$ cat config.mk
export PLATFORM = sky130hd
export DESIGN_NAME = wb_burst_initiator
export DESIGN_NICKNAME = d
export VERILOG_FILES = /design/src/rtl/wb_pkg.sv /design/src/rtl/wb_timeout_counter.sv /design/src/rtl/wb_burst_initiator.sv
export SDC_FILE = /design/constraint.sdc
export NUM_CORES = 1
export LEC_CHECK = 0
export CORE_MARGIN = 2
export CORE_UTILIZATION = 29
export DETAILED_ROUTE_END_ITERATION = 12
export PLACE_DENSITY = 0.63
export SYNTH_ARGS = -nofsm -noshare
export SYNTH_HDL_FRONTEND = slang
export SYNTH_SLANG_ARGS = --single-unit
$ cat constraint.sdc
create_clock -name clk -period 2.6 [get_ports clk]
set_input_delay 0.26 -clock clk [delete_from_list [all_inputs] [get_ports clk]]
set_output_delay 0.26 -clock clk [all_outputs]
set_load 0.01 [all_outputs]
$ cat src/rtl/wb_pkg.sv
// wb_pkg: shared constants and types for the Wishbone burst initiator.
//   - Cycle type identifiers (CTI) and burst type extension (BTE) codes
//   - Command completion status codes
//   - Initiator FSM state encoding
//   - Helper that picks the CTI for the beat currently on the bus
package wb_pkg;

    localparam logic [2:0] CTI_CLASSIC = 3'b000;
    localparam logic [2:0] CTI_INCR    = 3'b010;
    localparam logic [2:0] CTI_EOB     = 3'b111;

    localparam logic [1:0] BTE_LINEAR  = 2'b00;

    typedef enum logic [1:0] {
        ST_OK      = 2'b00,
        ST_ERR     = 2'b01,
        ST_TIMEOUT = 2'b10
    } status_t;

    typedef enum logic [1:0] {
        IDLE,
        ACTIVE,
        GAP,
        DONE
    } state_t;

    // Classic cycles always advertise 000; incrementing bursts advertise
    // 010 until the final beat, which is tagged end-of-burst.
    function automatic logic [2:0] beat_cti(input logic burst, input logic last);
        if (!burst) begin
            return CTI_CLASSIC;
        end
        return last ? CTI_EOB : CTI_INCR;
    endfunction

endpackage

$ cat src/rtl/wb_timeout_counter.sv
// wb_timeout_counter: per-beat watchdog for the Wishbone initiator.
// Ports:
//   clk, reset : clock and asynchronous active-high reset
//   clear      : restart the count (new beat, ack/err, or not on the bus)
//   enable     : a strobe is outstanding without a response this cycle
//   expire     : high in the TIMEOUT-th consecutive enabled cycle
module wb_timeout_counter #(
    parameter int TIMEOUT = 255
) (
    input  logic clk,
    input  logic reset,
    input  logic clear,
    input  logic enable,
    output logic expire
);

    // Counts 0..TIMEOUT-1, so $clog2(TIMEOUT) bits suffice (min 1).
    localparam int CNT_W = (TIMEOUT < 2) ? 1 : $clog2(TIMEOUT);
    localparam logic [CNT_W-1:0] LIMIT = CNT_W'(TIMEOUT - 1);

    logic [CNT_W-1:0] count;

    // Expiry is flagged in the cycle that would be the TIMEOUT-th waiting
    // cycle, so the initiator drops cyc immediately after it.
    assign expire = enable && (count == LIMIT);

    always_ff @(posedge clk or posedge reset) begin
        if (reset) begin
            count <= '0;
        end else if (clear) begin
            count <= '0;
        end else if (enable && (count != LIMIT)) begin
            count <= count + CNT_W'(1);
        end
    end

endmodule

$ cat src/rtl/wb_burst_initiator.sv
// wb_burst_initiator: Wishbone B4 initiator that executes one command as a
// single bus cycle of 1..2**LEN_W beats, either as an incrementing burst
// (CTI 010/111) or as classic single transfers with an idle gap per beat.
// Ports:
//   clk, reset             : clock, asynchronous active-high reset
//   cmd_*                  : command handshake (adr, len = beats-1, we, burst)
//   wr_data/valid/ready    : write beat stream from the source
//   rd_data/valid          : registered read beat stream, no backpressure
//   done, status           : end-of-command pulse, 00 ok / 01 err / 10 timeout
//   wishbone_*             : Wishbone B4 initiator bus
module wb_burst_initiator
    import wb_pkg::*;
#(
    parameter int ADR_W   = 30,
    parameter int DAT_W   = 32,
    parameter int LEN_W   = 4,
    parameter int TIMEOUT = 255
) (
    input  logic               clk,
    input  logic               reset,
    input  logic               cmd_valid,
    output logic               cmd_ready,
    input  logic [ADR_W-1:0]   cmd_adr,
    input  logic [LEN_W-1:0]   cmd_len,
    input  logic               cmd_we,
    input  logic               cmd_burst,
    input  logic [DAT_W-1:0]   wr_data,
    input  logic               wr_valid,
    output logic               wr_ready,
    output logic [DAT_W-1:0]   rd_data,
    output logic               rd_valid,
    output logic               done,
    output logic [1:0]         status,
    output logic [ADR_W-1:0]   wishbone_adr,
    output logic [DAT_W-1:0]   wishbone_dat_w,
    input  logic [DAT_W-1:0]   wishbone_dat_r,
    output logic               wishbone_cyc,
    output logic               wishbone_stb,
    input  logic               wishbone_ack,
    output logic               wishbone_we,
    output logic [DAT_W/8-1:0] wishbone_sel,
    output logic [2:0]         wishbone_cti,
    output logic [1:0]         wishbone_bte,
    input  logic               wishbone_err
);

    state_t           state;
    state_t           next_state;
    logic [ADR_W-1:0] adr_q;
    logic [LEN_W-1:0] rem_q;
    logic             we_q;
    logic             burst_q;
    status_t          status_q;
    logic [DAT_W-1:0] rd_data_q;
    logic             rd_valid_q;

    logic             stb;
    logic             beat_ack;
    logic             beat_err;
    logic             last_beat;
    logic             expire;
    logic             timer_clear;
    logic             timer_enable;

    // rem_q holds beats left minus one, so zero marks the final beat.
    assign last_beat = (rem_q == '0);

    // Responses only count while stb is up; err overrides a simultaneous ack.
    assign beat_err = stb && wishbone_err;
    assign beat_ack = stb && wishbone_ack && !wishbone_err;

    assign timer_clear  = (state != ACTIVE) || beat_ack || beat_err;
    assign timer_enable = stb && !wishbone_ack && !wishbone_err;

    wb_timeout_counter #(
        .TIMEOUT(TIMEOUT)
    ) u_timeout (
        .clk    (clk),
        .reset  (reset),
        .clear  (timer_clear),
        .enable (timer_enable),
        .expire (expire)
    );

    always_ff @(posedge clk or posedge reset) begin
        if (reset) begin
            state <= IDLE;
        end else begin
            state <= next_state;
        end
    end

    // Classic mode inserts a GAP after every ack that is not the last one;
    // burst mode stays in ACTIVE so stalls-free bursts run at one beat/cycle.
    always_comb begin
        next_state = state;
        case (state)
            IDLE: begin
                if (cmd_valid && cmd_ready) begin
                    next_state = ACTIVE;
                end
            end
            ACTIVE: begin
                if (beat_err || expire) begin
                    next_state = DONE;
                end else if (beat_ack) begin
                    if (last_beat) begin
                        next_state = DONE;
                    end else if (!burst_q) begin
                        next_state = GAP;
                    end
                end
            end
            GAP:     next_state = ACTIVE;
            DONE:    next_state = IDLE;
            default: next_state = IDLE;
        endcase
    end

    // A write with no beat available becomes a wait state: stb drops while
    // adr and cti hold their values. dat_w passes wr_data through only
    // while a write cycle is open so the bus reads zero otherwise.
    always_comb begin
        cmd_ready      = (state == IDLE) && !reset;
        wishbone_cyc   = (state == ACTIVE) || (state == GAP);
        stb            = (state == ACTIVE) && !(we_q && !wr_valid);
        wishbone_stb   = stb;
        wishbone_cti   = wishbone_cyc ? beat_cti(burst_q, last_beat) : CTI_CLASSIC;
        wishbone_sel   = wishbone_cyc ? '1 : '0;
        wishbone_dat_w = (wishbone_cyc && we_q) ? wr_data : '0;
        wishbone_bte   = BTE_LINEAR;
        wishbone_we    = we_q;
        wishbone_adr   = adr_q;
        wr_ready       = beat_ack && we_q;
        done           = (state == DONE);
        status         = status_q;
        rd_data        = rd_data_q;
        rd_valid       = rd_valid_q;
    end

    // Command latch, address/beat bookkeeping, read capture and the status
    // recorded on the way into DONE.
    always_ff @(posedge clk or posedge reset) begin
        if (reset) begin
            adr_q      <= '0;
            rem_q      <= '0;
            we_q       <= 1'b0;
            burst_q    <= 1'b0;
            status_q   <= ST_OK;
            rd_data_q  <= '0;
            rd_valid_q <= 1'b0;
        end else begin
            rd_valid_q <= 1'b0;
            if (cmd_valid && cmd_ready) begin
                adr_q   <= cmd_adr;
                rem_q   <= cmd_len;
                we_q    <= cmd_we;
                burst_q <= cmd_burst;
            end
            if (beat_ack) begin
                adr_q <= adr_q + ADR_W'(1);
                if (!last_beat) begin
                    rem_q <= rem_q - LEN_W'(1);
                end
                if (!we_q) begin
                    rd_data_q  <= wishbone_dat_r;
                    rd_valid_q <= 1'b1;
                end
            end
            if (state == ACTIVE && next_state == DONE) begin
                if (beat_err) begin
                    status_q <= ST_ERR;
                end else if (expire) begin
                    status_q <= ST_TIMEOUT;
                end else begin
                    status_q <= ST_OK;
                end
            end
        end
    end

endmodule

==> out/results.ini, run 1 <==
[detailed_routing]
drcViolationCount=0
ant_nets=0
drt-vias-per-instance=5.06
wire_per_inst_um=16.3
first_pass_iters=4
num_vias=4337
drtIter0Drc=149
totalWireLength_um=14000

[floorplan]
io_pins=218
initial_utilization=0.296
fp.dieH_um=128
placementRows=45
die_area_um2=16500
coreArea_um2=15100
die_x_um=128

[yosys]
yosysTopAreaCellShare=0.451
postSynth.asyncResetShare=1.00
synth.top_cells.by_area=dfrtp_1 (45%), mux2_2 (8.0%), and3_1 (5.7%)
ys_seq_elements=81
yosysSeqAreaShare=0.451
synth_edf_count=0
syn_inst=452
synth_top_area_cell=dfrtp_1
syn-cell-area_um2=4490
yosys_warnings=0
netlist-cell-type-count=61
postSynthAreaPerCell_um2=9.93
synth_flop_cell=dfrtp_1

[clock_tree]
cts.sinks=81
postCtsHoldBufs=0
tritoncts=yes
clkTransAtPathRegs_ns=0.06
cts-root-buf=clkbuf_16
post_cts_buffers=0
cts_buffer_depth=2
worst_skew_pair.late_latency_ns=0.33
cts.htree.levels=3
cts_buffers=9

[sta]
fin_ws_ns=0.123
hold_violations=0
fmax_mhz=404
max_slew.worst_pin.slew_ns=1.10
tns_ns=0
rsz0062_at_grt=yes
drv_slew=0
relSlewSlack=0.266
fin_crit_sh=0.953
skew_ns=0.00553
layout_min_cycle_time_ns=2.48
setup_viol=0

[finish]
multi_input_area_um2=2290
nets=781
stdcell_area_um2=7190
drive_gt1_frac=0.120
n_antenna_cell=0
area_growth_pct=60.1
fill_cells=1395
regArea_um2=2030

[setup_path]
worstSetupStartpointType=flip-flop
cp.arrival_ns=2.22
path_max_fanout=6
slowest_delay_ns=0.54
worstPathCellList=inv_1 -> ha_2 -> and3_2 -> buf_4 -> and2_1 -> clkdlybuf4s50_1
crit_path_top_delay_cell=clkdlybuf4s50_1
critical_path_class=reg -> out
cp.required_ns=2.34
endpoint_kind=primary output

[place]
dp_slack_ns=0.0854
portBuffers=215
place_hpwl_um=10400
routabilityCongestion=0.843
placed_cell_area_um2=6890

[power]
power_mw=7.47
comb_power_share=0.521
power_frac_clock=0.165
p_switching_mw=2.72
p_int_mw=4.75
power_frac_seq=0.313
leakage_nw=2.93
netSwitchingFraction=0.364
p_per_area_nw_per_um2=1040
ir_drop_mv=0.527

[grt]
antenna_found_initial=0
grt_max_degree=44
grt_remaining_overflow=0
grt_usage=0.168
grt_pass1_wl_um=22300
grt_pass1_vias=4418

[flow_run]
cap_violations=0

[outcome]
status=finished clean

[worst_hold_path]
hp-class=in -> async

==> synthesized netlist by cell type (all sizes together), types with 7 or more instances <==
master	instances
a211oi	17
a21oi	14
and3	41
buf	17
clkbuf	10
dfrtp	81
ha	9
inv	17
mux2	33
nand2	37
nand3	19
nand4	10
nor2	38
nor3	9
nor4	7
o211ai	7
o21ai	10
xnor2	10
==> cell families (layout without fill, tap and decap cells) <==
group	after synthesis	after routing	share of synthesized area
compound gates	82	82	0.135
xor+xnor	10	10	0.0195
flops	81	81	0.451
mux	38	38	0.0947
other cells	1	2	0.000835
simple gates	187	187	0.228
buf+inv	44	260	0.0451
fa+ha+maj	9	9	0.0251
==> power by group through the flow <==
stage                     combinational (mW)  clock [mW]  sequential, mW
after floorplan                         1.74           0            2.47
after global placement                  3.82           0            2.32
after detailed placement                3.89           0            2.35
after CTS                               3.91        1.28            2.34
after global routing                    4.23        1.35            2.44
final                                   3.90        1.24            2.34
==> timing repair <==
action / 4_1_cts / 5_1_grt
endpoints found under the setup margin: 2 / 37
gates resized for setup: 1 / 5
hold endpoints to repair: 0 / 0
pin swaps: 0 / 0
==> state kept, by name, indices dropped and copies added, names as in the netlist <==
name / flops
rem_q: 4
u_timeout.count: 8
burst_q: 1
wishbone_adr: 30
wishbone_we: 1
state: 2
rd_data: 32
status: 2
rd_valid: 1
==> placed cells by master, fill, tap and decap left out, types with 2 or more instances in the layout <==
cell               n
a211oi_1          17
buf_12             2
inv_1             16
o311ai_0           4
o221a_2            2
and2_1             4
nand3_1           18
nand4_1           10
mux2i_1            5
clkbuf_16          9
a31oi_1            3
nor4_1             5
o21ai_0            8
dfrtp_1           80
nor2b_1            5
o21a_1             2
ha_1               8
o311ai_1           2
clkdlybuf4s50_1  215
nand2b_1           2
buf_4             11
clkinv_2           2
nor2_1            37
mux2_2            32
o22ai_1            5
a21oi_1           14
and3_1            40
o21ai_1            2
xnor2_1           10
a311oi_1           5
o211ai_1           7
and4_1             5
nand2_1           37
conb_1             2
nor3_1             8
==> final cells by class <==
class                      count  area share
clock buffer                  11      0.0338
timing repair buffer         229       0.318
sequential                    81       0.282
tap                          188      0.0327
multi-input combinational    328       0.319
clock inverter                 3     0.00592
inverter                      17     0.00905
==> stage by stage <==
step | utilization | hold slack [ns] | instances
floorplan | - | 0.365 | 453
global placement | 0.455 | 0.489 | 843
detailed placement | 0.455 | 0.496 | 843
CTS | 0.474 | 0.447 | 857
global route | 0.475 | 0.467 | 857
finish | 0.475 | 0.422 | 857
==> worst max-delay path: cells and delay by family (launching register included) <==
| family | cells | cell delay [ns] |
|---|---|---|
| flip-flops | 1 | 0.44 |
| buffers and inverters | 3 | 0.82 |
| adder cells (fa/ha/maj) | 1 | 0.25 |
| AND/OR/NAND/NOR | 2 | 0.37 |
==> path summary, 6_finish.rpt <==
path	end	startpoint	slack, ns	cells after the start
worst max register to register	wishbone_adr[23]	state[0]	0.25	7
worst max-delay path	wr_ready	state[1]	0.12	6
worst min-delay path	state[0]	reset	0.42	2
worst min register to register	rd_data[27]	rd_data[27]	0.51	1
min in group clk	burst_q	cmd_burst	0.46	3
max in group asynchronous	rem_q[3]	reset	1.51	3
==> layer usage <==
| metal | part of all wire | wire (um) | global-route usage |
|---|---|---|---|
| met1 | 0.45 | 6270 | 0.225 |
| met2 | 0.48 | 6650 | 0.276 |
| met3 | 0.060 | 840 | 0.0328 |
| met4 | 0.014 | 193 | 0.0524 |
| met5 | 0 | 0 | 0 |
(Power assumes the default switching activity.)
==> run 2: changes to the inputs <==
--- a/config.mk
+++ b/config.mk
@@ -9,6 +9,7 @@
 export CORE_UTILIZATION = 29
 export DETAILED_ROUTE_END_ITERATION = 12
 export PLACE_DENSITY = 0.63
+export SLEW_MARGIN = 20
 export SYNTH_ARGS = -nofsm -noshare
 export SYNTH_HDL_FRONTEND = slang
 export SYNTH_SLANG_ARGS = --single-unit
==> run 2 against run 1 <==
Compared with the run above:
- global-route usage did not move
- via count is 0.53% higher
- non-clock buffer count did not move
- worst setup slack better by 0.0060 ns
- largest cell class unchanged
- largest power group unchanged
==> out/results.ini, run 2 (synthesis gave the netlist of run 1 again) <==
[outcome]
status=finished clean  ; unchanged

[detailed_routing]
drcViolationCount=0  ; unchanged
met2_length_um=6600  ; was 6650 um
top_layer=met4  ; unchanged
wl_met3_um=852  ; was 840 um
num_vias=4360  ; was 4337
wl_met1_um=6290  ; was 6270 um
drtIter0Drc=196  ; was 149
drt-vias-per-instance=5.09  ; was 5.06
ant_nets=0  ; unchanged
totalWireLength_um=13900  ; was 14000 um
first_pass_iters=5  ; was 4
wire_per_inst_um=16.3  ; about the same

[place]
portBuffers=215  ; unchanged
dp_slack_ns=0.0854  ; unchanged
place_hpwl_um=10400  ; unchanged
routabilityCongestion=0.843  ; unchanged

[setup_path]
crit_family=buffers and inverters  ; unchanged
critical_path_class=reg -> out  ; unchanged
path_buf_inv=3  ; unchanged
r2r_cells=7  ; unchanged
crit_path_top_delay_cell=clkdlybuf4s50_1  ; unchanged
worstPathCellList=inv_1 -> ha_1 -> buf_6 -> and3_1 -> clkdlybuf4s50_1  ; was inv_1 -> ha_2 -> and3_2 -> buf_4 -> and2_1 -> clkdlybuf4s50_1
rrSetupSlack_ns=0.27  ; was 0.25 ns
cp.depth=5  ; was 6
endpoint_kind=primary output  ; unchanged
r2r-start=rem_q[0]  ; was state[0]
path_max_fanout=37  ; was 6
rr_endpoint=status[1]  ; was wishbone_adr[23]
slowest_delay_ns=0.55  ; was 0.54 ns
cp.required_ns=2.34  ; about the same
worstSetupStartpointType=flip-flop  ; unchanged
cp.arrival_ns=2.21  ; was 2.22 ns

[grt]
grt_remaining_overflow=0  ; unchanged
grt_pass1_wl_um=22300  ; unchanged
grt_max_degree=44  ; unchanged
grt_pass1_vias=4418  ; unchanged
antenna_found_initial=0  ; unchanged
grt_usage=0.168  ; unchanged

[floorplan]
initial_utilization=0.296  ; unchanged
fp.dieH_um=128  ; unchanged
coreArea_um2=15100  ; unchanged
die_x_um=128  ; unchanged
placementRows=45  ; unchanged
die_area_um2=16500  ; unchanged
io_pins=218  ; unchanged

[sta]
layout_min_cycle_time_ns=2.47  ; was 2.48 ns
fin_crit_sh=0.950  ; was 0.953
drv_slew=0  ; unchanged
fin_ws_ns=0.129  ; was 0.123 ns
hold_violations=0  ; unchanged
relSlewSlack=0.474  ; was 0.266
fmax_mhz=405  ; was 404 MHz
setup_viol=0  ; unchanged
rsz0062_at_grt=yes  ; unchanged
max_slew.worst_pin.slew_ns=0.789  ; was 1.10 ns
skew_ns=0.00655  ; was 0.00553 ns

[power]
leakage_nw=2.93  ; about the same
p_per_area_nw_per_um2=1040  ; about the same
ir_drop_mv=0.524  ; was 0.527 mV
power_mw=7.49  ; was 7.47 mW

[finish]
final_cell_mix=clkdlybuf4s50_1 (215), dfrtp_1 (80), and3_1 (40)  ; unchanged
layout_commonest_cell=clkdlybuf4s50_1  ; unchanged
nets=781  ; unchanged
largest_register_ffs=32  ; unchanged
multi_input_area_um2=2300  ; was 2290 um^2
area_growth_pct=60.4  ; was 60.1%
drive_gt1_frac=0.121  ; was 0.120
fill_cells=1392  ; was 1395
regArea_um2=2030  ; unchanged
n_antenna_cell=0  ; unchanged

[worst_hold_path]
hp-class=in -> async  ; unchanged

[clock_tree]
clkTransAtPathRegs_ns=0.06  ; about the same
cts-root-buf=clkbuf_16  ; unchanged
worst_skew_pair.late_latency_ns=0.33  ; about the same
cts.sinks=81  ; unchanged
cts_buffers=9  ; unchanged
postCtsHoldBufs=0  ; unchanged
cts_buffer_depth=2  ; unchanged
cts.htree.levels=3  ; unchanged
tritoncts=yes  ; unchanged

[flow_run]
cap_violations=0  ; unchanged

[run 2: cell counts in the layout (fill, tap and decap cells not counted)]
No cell type changed its count.
[run 2: through the flow]
step	std cells	cell area [um^2]	hold WS, ns	TNS, ns	util
after detailed placement	843	6890	0.496	0	0.455
after CTS	857	7180	0.447	0	0.474
after global placement	843	6890	0.489	0	0.455
final	857	7200	0.422	0	0.476
after floorplan	453	4490	0.365	0	-
after global routing	857	7200	0.467	-0.00333	0.476
[run 2: cell type report]
class                           count  area share
Multi-Input combinational cell    328       0.320
Timing Repair Buffer              229       0.317
Sequential cell                    81       0.282
Clock buffer                       11      0.0337
Tap cell                          188      0.0327
Inverter                           17     0.00903
Clock inverter                      3     0.00591
[run 2: how the worst max path moves through the flow]
stage,slack (ns),startpoint,end
after global routing,-0.003,state[0],wishbone_cti[0]
after detailed placement,0.09,wishbone_ack,wishbone_adr[14]
final,0.13,state[0],wishbone_dat_w[9]
after global placement,0.24,wishbone_ack,wishbone_adr[23]
after CTS,0.0007,state[1],wr_ready
after floorplan,0.26,reset,burst_q
[run 2: power breakdown]
group	internal, mW	leakage, nW	total (mW)	switching (mW)
sequential	1.81	0.976	2.34	0.539
combinational	2.20	1.82	3.91	1.71
clock	0.758	0.137	1.24	0.481
[run 2: per-layer routing]
layer | up-vias | global-route usage
li1 | 2087 | -
met1 | 2087 | 0.225
met2 | 171 | 0.276
met3 | 15 | 0.0328
met4 | 0 | 0.0524
met5 | - | 0
[run 2: what timing repair did]
item,CTS,global route
gates resized for setup,1,6
setup endpoints to repair,2,35
buffers inserted,0,0
pin swaps,0,0
